**src/rtl/memory_stage_if.sv**
```systemverilog
// Execute-to-memory-stage bundle, data-memory req/ack bus and registered writeback outputs.
// master = the memory stage itself, slave = the surrounding pipeline and memory.
interface memory_stage_if;
   logic        in_valid;
   logic [4:0]  rd;
   logic [31:0] out;
   logic [31:0] vt;
   logic [10:8] signal;
   logic        stall;

   logic        mem_req;
   logic        mem_we;
   logic [31:0] mem_addr;
   logic [31:0] mem_wdata;
   logic        mem_ack;
   logic [31:0] mem_rdata;

   logic        wb_valid;
   logic        wb_write;
   logic [4:0]  wb_rd;
   logic [31:0] wb_value;
   logic        fault;

   modport master (
      input  in_valid, rd, out, vt, signal, mem_ack, mem_rdata,
      output stall, mem_req, mem_we, mem_addr, mem_wdata,
      output wb_valid, wb_write, wb_rd, wb_value, fault
   );

   modport slave (
      output in_valid, rd, out, vt, signal, mem_ack, mem_rdata,
      input  stall, mem_req, mem_we, mem_addr, mem_wdata,
      input  wb_valid, wb_write, wb_rd, wb_value, fault
   );
endinterface

```
**src/rtl/memory_stage.sv**
```systemverilog
// MIPS memory stage: word load/store over req/ack, registered writeback; MEM_ALIGN_CHECK_EN enables misaligned faults.
// ALU ops 1 cycle, memory ops N+2 cycles; stall holds upstream for the whole transaction, ack cycle included.
module memory_stage (
   input  logic           clk,
   input  logic           reset,
   memory_stage_if.master bus
);

   typedef enum logic {IDLE, BUSY} state_t;

   state_t      r_state;
   logic        r_we;
   logic [31:0] r_addr;
   logic [31:0] r_wdata;
   logic [4:0]  r_rd;
   logic        r_reg_write;

   logic        r_wb_valid;
   logic        r_wb_write;
   logic [4:0]  r_wb_rd;
   logic [31:0] r_wb_value;
   logic        r_fault;

   logic        w_busy;
   logic        w_mem_op;
   logic        w_misaligned;

   assign w_busy   = (r_state == BUSY);
   assign w_mem_op = bus.signal[8] | bus.signal[9];

`ifdef MEM_ALIGN_CHECK_EN
   assign w_misaligned = (bus.out[1:0] != 2'b00);
`else
   assign w_misaligned = 1'b0;
`endif

   assign bus.stall     = w_busy;
   assign bus.mem_req   = w_busy;
   assign bus.mem_we    = w_busy ? r_we    : 1'b0;
   assign bus.mem_addr  = w_busy ? r_addr  : 32'h0;
   assign bus.mem_wdata = w_busy ? r_wdata : 32'h0;

   assign bus.wb_valid  = r_wb_valid;
   assign bus.wb_write  = r_wb_write;
   assign bus.wb_rd     = r_wb_rd;
   assign bus.wb_value  = r_wb_value;
   assign bus.fault     = r_fault;

   always_ff @(posedge clk) begin
      if (reset) begin
         r_state     <= IDLE;
         r_we        <= 1'b0;
         r_addr      <= 32'h0;
         r_wdata     <= 32'h0;
         r_rd        <= 5'd0;
         r_reg_write <= 1'b0;
         r_wb_valid  <= 1'b0;
         r_wb_write  <= 1'b0;
         r_wb_rd     <= 5'd0;
         r_wb_value  <= 32'h0;
         r_fault     <= 1'b0;
      end else begin
         r_fault <= 1'b0;
         case (r_state)
            IDLE: begin
               if (!bus.in_valid) begin
                  r_wb_valid <= 1'b0;
               end else if (!w_mem_op) begin
                  r_wb_valid <= 1'b1;
                  r_wb_rd    <= bus.rd;
                  r_wb_value <= bus.out;
                  r_wb_write <= bus.signal[10] && (bus.rd != 5'd0);
               end else if (w_misaligned) begin
                  // Rejected access retires as a non-writing instruction.
                  r_wb_valid <= 1'b1;
                  r_wb_write <= 1'b0;
                  r_fault    <= 1'b1;
               end else begin
                  // mem_write wins when both read and write are set.
                  r_we        <= bus.signal[8];
                  r_addr      <= {bus.out[31:2], 2'b00};
                  r_wdata     <= bus.vt;
                  r_rd        <= bus.rd;
                  r_reg_write <= bus.signal[10];
                  r_wb_valid  <= 1'b0;
                  r_state     <= BUSY;
               end
            end
            BUSY: begin
               if (!bus.mem_ack) begin
                  r_wb_valid <= 1'b0;
               end else begin
                  r_wb_valid <= 1'b1;
                  if (r_we) begin
                     r_wb_write <= 1'b0;
                     r_wb_value <= 32'h0;
                  end else begin
                     r_wb_rd    <= r_rd;
                     r_wb_value <= bus.mem_rdata;
                     r_wb_write <= r_reg_write && (r_rd != 5'd0);
                  end
                  r_state <= IDLE;
               end
            end
            default: r_state <= IDLE;
         endcase
      end
   end

endmodule

```
**src/flat_wrapper.sv**
```systemverilog
// flat-port wrapper written by rule: the top's interface ports become plain ports
module memory_stage_flat 
  (clk, reset, bus_in_valid, bus_rd, bus_out, bus_vt, bus_signal, bus_mem_ack, bus_mem_rdata, bus_stall, bus_mem_req, bus_mem_we, bus_mem_addr, bus_mem_wdata, bus_wb_valid, bus_wb_write, bus_wb_rd, bus_wb_value, bus_fault);
  memory_stage_if bus_i ();
  input  logic clk;
  input  logic reset;
  input wire logic [$bits(bus_i.in_valid)-1:0] bus_in_valid;
  input wire logic [$bits(bus_i.rd)-1:0] bus_rd;
  input wire logic [$bits(bus_i.out)-1:0] bus_out;
  input wire logic [$bits(bus_i.vt)-1:0] bus_vt;
  input wire logic [$bits(bus_i.signal)-1:0] bus_signal;
  input wire logic [$bits(bus_i.mem_ack)-1:0] bus_mem_ack;
  input wire logic [$bits(bus_i.mem_rdata)-1:0] bus_mem_rdata;
  output wire logic [$bits(bus_i.stall)-1:0] bus_stall;
  output wire logic [$bits(bus_i.mem_req)-1:0] bus_mem_req;
  output wire logic [$bits(bus_i.mem_we)-1:0] bus_mem_we;
  output wire logic [$bits(bus_i.mem_addr)-1:0] bus_mem_addr;
  output wire logic [$bits(bus_i.mem_wdata)-1:0] bus_mem_wdata;
  output wire logic [$bits(bus_i.wb_valid)-1:0] bus_wb_valid;
  output wire logic [$bits(bus_i.wb_write)-1:0] bus_wb_write;
  output wire logic [$bits(bus_i.wb_rd)-1:0] bus_wb_rd;
  output wire logic [$bits(bus_i.wb_value)-1:0] bus_wb_value;
  output wire logic [$bits(bus_i.fault)-1:0] bus_fault;
  assign bus_i.in_valid = bus_in_valid;
  assign bus_i.rd = bus_rd;
  assign bus_i.out = bus_out;
  assign bus_i.vt = bus_vt;
  assign bus_i.signal = bus_signal;
  assign bus_i.mem_ack = bus_mem_ack;
  assign bus_i.mem_rdata = bus_mem_rdata;
  assign bus_stall = bus_i.stall;
  assign bus_mem_req = bus_i.mem_req;
  assign bus_mem_we = bus_i.mem_we;
  assign bus_mem_addr = bus_i.mem_addr;
  assign bus_mem_wdata = bus_i.mem_wdata;
  assign bus_wb_valid = bus_i.wb_valid;
  assign bus_wb_write = bus_i.wb_write;
  assign bus_wb_rd = bus_i.wb_rd;
  assign bus_wb_value = bus_i.wb_value;
  assign bus_fault = bus_i.fault;
  memory_stage u_core (.clk(clk), .reset(reset), .bus(bus_i));
endmodule
```
**config.mk**
```make
export PLATFORM = sky130hd
export DESIGN_NAME = memory_stage_flat
export DESIGN_NICKNAME = d
export VERILOG_FILES = /design/src/rtl/memory_stage_if.sv /design/src/rtl/memory_stage.sv /design/src/flat_wrapper.sv
export SDC_FILE = /design/constraint.sdc
export NUM_CORES = 1
export LEC_CHECK = 0
export ABC_CLOCK_PERIOD_IN_PS = 3250
export CORE_ASPECT_RATIO = 1.5
export CORE_UTILIZATION = 45
export CTS_CLUSTER_DIAMETER = 80
export DETAILED_ROUTE_END_ITERATION = 8
export PLACE_DENSITY = 0.84
export SYNTH_ARGS = -nofsm -noshare
export SYNTH_HDL_FRONTEND = slang
export SYNTH_SLANG_ARGS = --single-unit
export TNS_END_PERCENT = 20
```
**constraint.sdc**
```tcl
create_clock -name clk -period 3.25 [get_ports clk]
set_clock_uncertainty 0.1 [all_clocks]
set_input_delay 0.65 -clock clk [delete_from_list [all_inputs] [get_ports clk]]
set_output_delay 0.65 -clock clk [all_outputs]
set_load 0.1 [all_outputs]
```
Word-level counts from Yosys, hierarchy flattened
Cells that the tools add are included.
Widths: inputs -> output; s select.
{"block": "totals", "wordCells": 49, "latchBits": 0, "n_memories": 0, "romBits": 0, "regBits": 109, "ram_bits": 0}
{"block": "classes", "mux": 26, "magnitude_cmp": 0, "div": 0, "eq_ne": 4, "bitwise_logic": 2, "n_reduce_logical": 7, "addsub": 0, "mul": 0, "shifts": 0}
{"op": "$mux 32", "n": 6}
{"op": "$pmux 32 s2", "n": 1}
{"op": "$mux 5", "n": 4}
{"op": "$mux 1", "n": 11}
{"op": "$pmux 5 s2", "n": 1}
{"op": "$reduce_bool 5->1", "n": 2}
{"op": "$ne 2x2->1 const B", "n": 4}
{"op": "$pmux 1 s2", "n": 3}
{"op": "$reduce_and 3->1", "n": 2}
{"op": "$reduce_and 4->1", "n": 1}
{"op": "$logic_and 1x1->1", "n": 2}
{"op": "$not 1->1", "n": 1}
{"op": "$or 1x1->1", "n": 1}

Longest topological paths before layout
{"block": "logic_depth", "ltp_word": 5, "depth_mapped": 7, "ltp_nobuf": 3}

Worst setup path before layout
Ideal clock, no wire load.
{"block": "synth_timing", "path_kind": "register to output", "startpoint": "reg u_core.r_state (netlist: u_core.bus.mem_req)", "endpoint": "out bus_mem_addr[10]", "path_slack_ps": 19, "n_path_buf": 3, "arrival_time_ps": 2481, "stages_incl_launch_ff": 5, "path_cell_list": "dfxtp_1 buf_6 clkbuf_1 clkbuf_1 and2_1"}
{"block": "synth_between", "elab_chain_len": 1}
{"element": "start: declaration", "line_no": "memory_stage.sv:11", "source": "state_t r_state;"}
{"element": "start signal: assignment", "line_no": "memory_stage.sv:51", "source": "r_state <= IDLE;"}
{"element": "start signal: assignment", "line_no": "memory_stage.sv:86", "source": "r_state <= BUSY;"}
{"element": "start signal: assignment", "line_no": "memory_stage.sv:102", "source": "r_state <= IDLE;"}
{"element": "$mux 32", "line_no": "memory_stage.sv:40", "source": "assign bus.mem_addr = w_busy ? r_addr : 32'h0;"}
{"element": "end: declaration", "line_no": "flat_wrapper.sv:17", "source": "output wire logic [$bits(bus_i.mem_addr)-1:0] bus_mem_addr;"}
Every way passes these cells.

Worst setup path in the final report
{"block": "layout_timing", "startpoint": "reg u_core.r_state (netlist: u_core.bus.mem_req)", "endpoint": "out bus_mem_we"}
{"block": "layout_between", "elab_chain_len": 1}
{"element": "$mux 1", "line_no": "memory_stage.sv:39", "source": "assign bus.mem_we = w_busy ? r_we : 1'b0;"}
{"element": "end: declaration", "line_no": "flat_wrapper.sv:16", "source": "output wire logic [$bits(bus_i.mem_we)-1:0] bus_mem_we;"}
Every way passes these cells.

==> metrics.txt <==
Yosys cell types 31; Tmin final 2680 ps; vias in the first global route roughly 5000; die height 132 microns; Clock Root Buffer clkbuf_16; Post-Syn Area per Cell 8.10 sq um; CTS H-tree depth 3; Hold Crit Class reg -> reg; Adder-Cell Fraction of Synth Area 0%; clk_lat worst skew 340 ps; Tcrit/Tclk final between 80 and 90%; FF+latch count, synth 109; DR WL/cell approximately 17 microns; Core Region 10900 sq um; Post-synth EDFFs 0; CP Capture Type output port; Max Cap Viol 0; final net count 893; Hold-fix buffers, CTS 0; Routability Congestion 0.833; WL final 15.6 mm; Sinks on Clock Net 109; complex-gate fraction of the synthesized area 24.7%; Crit-path slowest cell dfxtp_4; CTS tree built; synth-to-layout area growth 41.7%; Power Total 3.50 mW; GRT Overall Usage 26.7%; async set-reset flop share out of synthesis 0%; P_leak ~2.8 nW; largest net degree at the start of global routing 63; mapped cell area 5040 sq um; post-CTS sizing 0; Relative slew margins between 40% and 50%; crit path kind reg -> out; WP data required 2500 ps; DR iter-0 viols between 200 and 250; mux cell area share after synthesis 0%; Final setup viols 0; worst path bufs/invs 2; DRC viols 0; worst hold slack roughly 370 ps; I/O Buffers 211; global route overflow 0; final antenna-violating net count 0; share of cells above drive strength 1 19.4%; sequential element share of the synthesized area 43.3%; first-pass GRT wire length 24.6 mm; worst slack, placed 666 ps; Die W 88.4 microns; Critical Path Max Stage Delay 690 ps; CP top delay family flip-flops; Fillers 959; Setup crit start kind register; CTS clk-pin slew, worst paths 70 ps; fin util roughly 65%; Worst VDD drop 0.000309 V; Synth Area in XOR/XNOR 0%; via-per-instance ratio 5.51; most frequent cell after synthesis dfxtp_1; simple-gate share of the synthesized area 24.9%; std cell rows 47; die area 11600 sq um; CP max FO 53; setup tns final 0 ps; initial core utilization 46.1%; Yosys Warn Count 0; predominant post-synthesis flop cell dfxtp_1; area leader, netlist dfxtp_1; cell mode on critical path buf_4; post-CTS setup buffer count 0; number of buffers created by CTS 9; largest family of logic cells by synthesized area simple AND/OR/NAND/NOR gates; top-area cell type share of the netlist area a little over two fifths; crit path setup slack, layout about 570 ps; Slew @ Worst Pin 800 ps; diode count 0; Max Slew Vio Count 0; Fin. Hold Viols 0; status finished, final reports clean; clk buf depth 2; Power Density just under 500 nW/um^2; Vias a little over 5000; fmax around 370 MHz; WP data arrival 1930 ps; cell-by-cell trace of the critical path buf_4 > and2_1 > buf_4; Commonest cells post-synth dfxtp_1, a21oi_1, o21ai_0; HPWL after detailed placement roughly 11 mm; IO Count 215; RSZ-0062 raised after global routing false; initial antenna violation count 0; top post-synthesis cells by area dfxtp_1, a21oi_1, and2_1, o21ai_0, nand3_1; Post-Syn Instances 622; Pre-antenna DRT Iters 4
worst register-to-register path: stages (launching register included):
cell and delay [ps]:
dfxtp_4 690, nand2b_2 760, buf_4 370, o21ai_0 110, a21oi_1 180
placed cells by master, fill, tap and decap left out, drive strengths merged:
master / n
buf: 117
nor2: 2
nor3: 33
dfxtp: 109
nor4b: 1
o21bai: 1
clkbuf: 11
or3b: 5
and2: 64
or2: 2
or4: 2
clkinv: 1
nor2b: 37
a21oi: 102
o211ai: 1
nand2: 1
clkdlybuf4s50: 106
a221oi: 5
conb: 3
nand3: 68
a311oi: 1
a211oi: 32
o21ai: 75
nand2b: 1
inv: 7
area by class of cell:
type | instances | area, sq um | area share, %
multi-input cells | 436 | 2530 | 35.4
flip-flops and latches | 109 | 2190 | 30.6
clock buffers | 11 | 243 | 3.40
well taps | 147 | 184 | 2.58
inverters | 6 | 22.5 | 0.315
repair buffers | 223 | 1960 | 27.5
clock inverters | 2 | 11.3 | 0.158
sequential cells by signal (all words and copies together) (netlist names):
name and cells:
u_core.bus.wb_rd 5, u_core.r_we 1, u_core.r_reg_write 1, u_core.bus.wb_write 1, u_core.bus.wb_value 32, u_core.r_wdata 32
u_core.r_addr 30, u_core.bus.mem_req 1, u_core.r_rd 5, u_core.bus.wb_valid 1
metal layers:
metal	share of wire, %	up-vias	routed length (microns)	global-route usage (%)
met4	1.9	0	291	8.78
met3	4.9	19	768	4.65
li1	-	2501	-	-
met1	39	2456	6120	31.3
met2	54	170	8460	47.8
met5	0	-	0	0
path summary, 6_finish.rpt:
check                                                    start                        endpoint  slack, ps  cells past startpoint
worst max register to register   u_core.bus.mem_req$_SDFF_PP0_     u_core.r_rd[0]$_SDFFE_PP0P_        970                      4
worst max-delay path             u_core.bus.mem_req$_SDFF_PP0_                      bus_mem_we        570                      3
worst min register to register  u_core.r_wdata[5]$_SDFFE_PP0P_  u_core.r_wdata[5]$_SDFFE_PP0P_        370                      2
worst min-delay path            u_core.r_wdata[5]$_SDFFE_PP0P_  u_core.r_wdata[5]$_SDFFE_PP0P_        370                      2
power by group:
part / internal [mW] / switching, mW
combinational: 0.318 / 0.708
clock: 0.528 / 0.458
sequential: 1.43 / 0.0581
total: 2.27 / 1.22
logic make-up after synthesis:
kind of cell           Yosys count
AOI/OAI and AO/OA              217
and+or+nand+nor                216
DFF                            109
buffers and inverters           79
other                            1
metrics by stage:
stage                     cells  area [sq um]
after floorplan             624          5050
after global placement      921          6890
after detailed placement    921          6890
after CTS                   934          7140
after global routing        934          7140
final                       934          7140
Note: power is estimated with default switching activity, not from simulation.
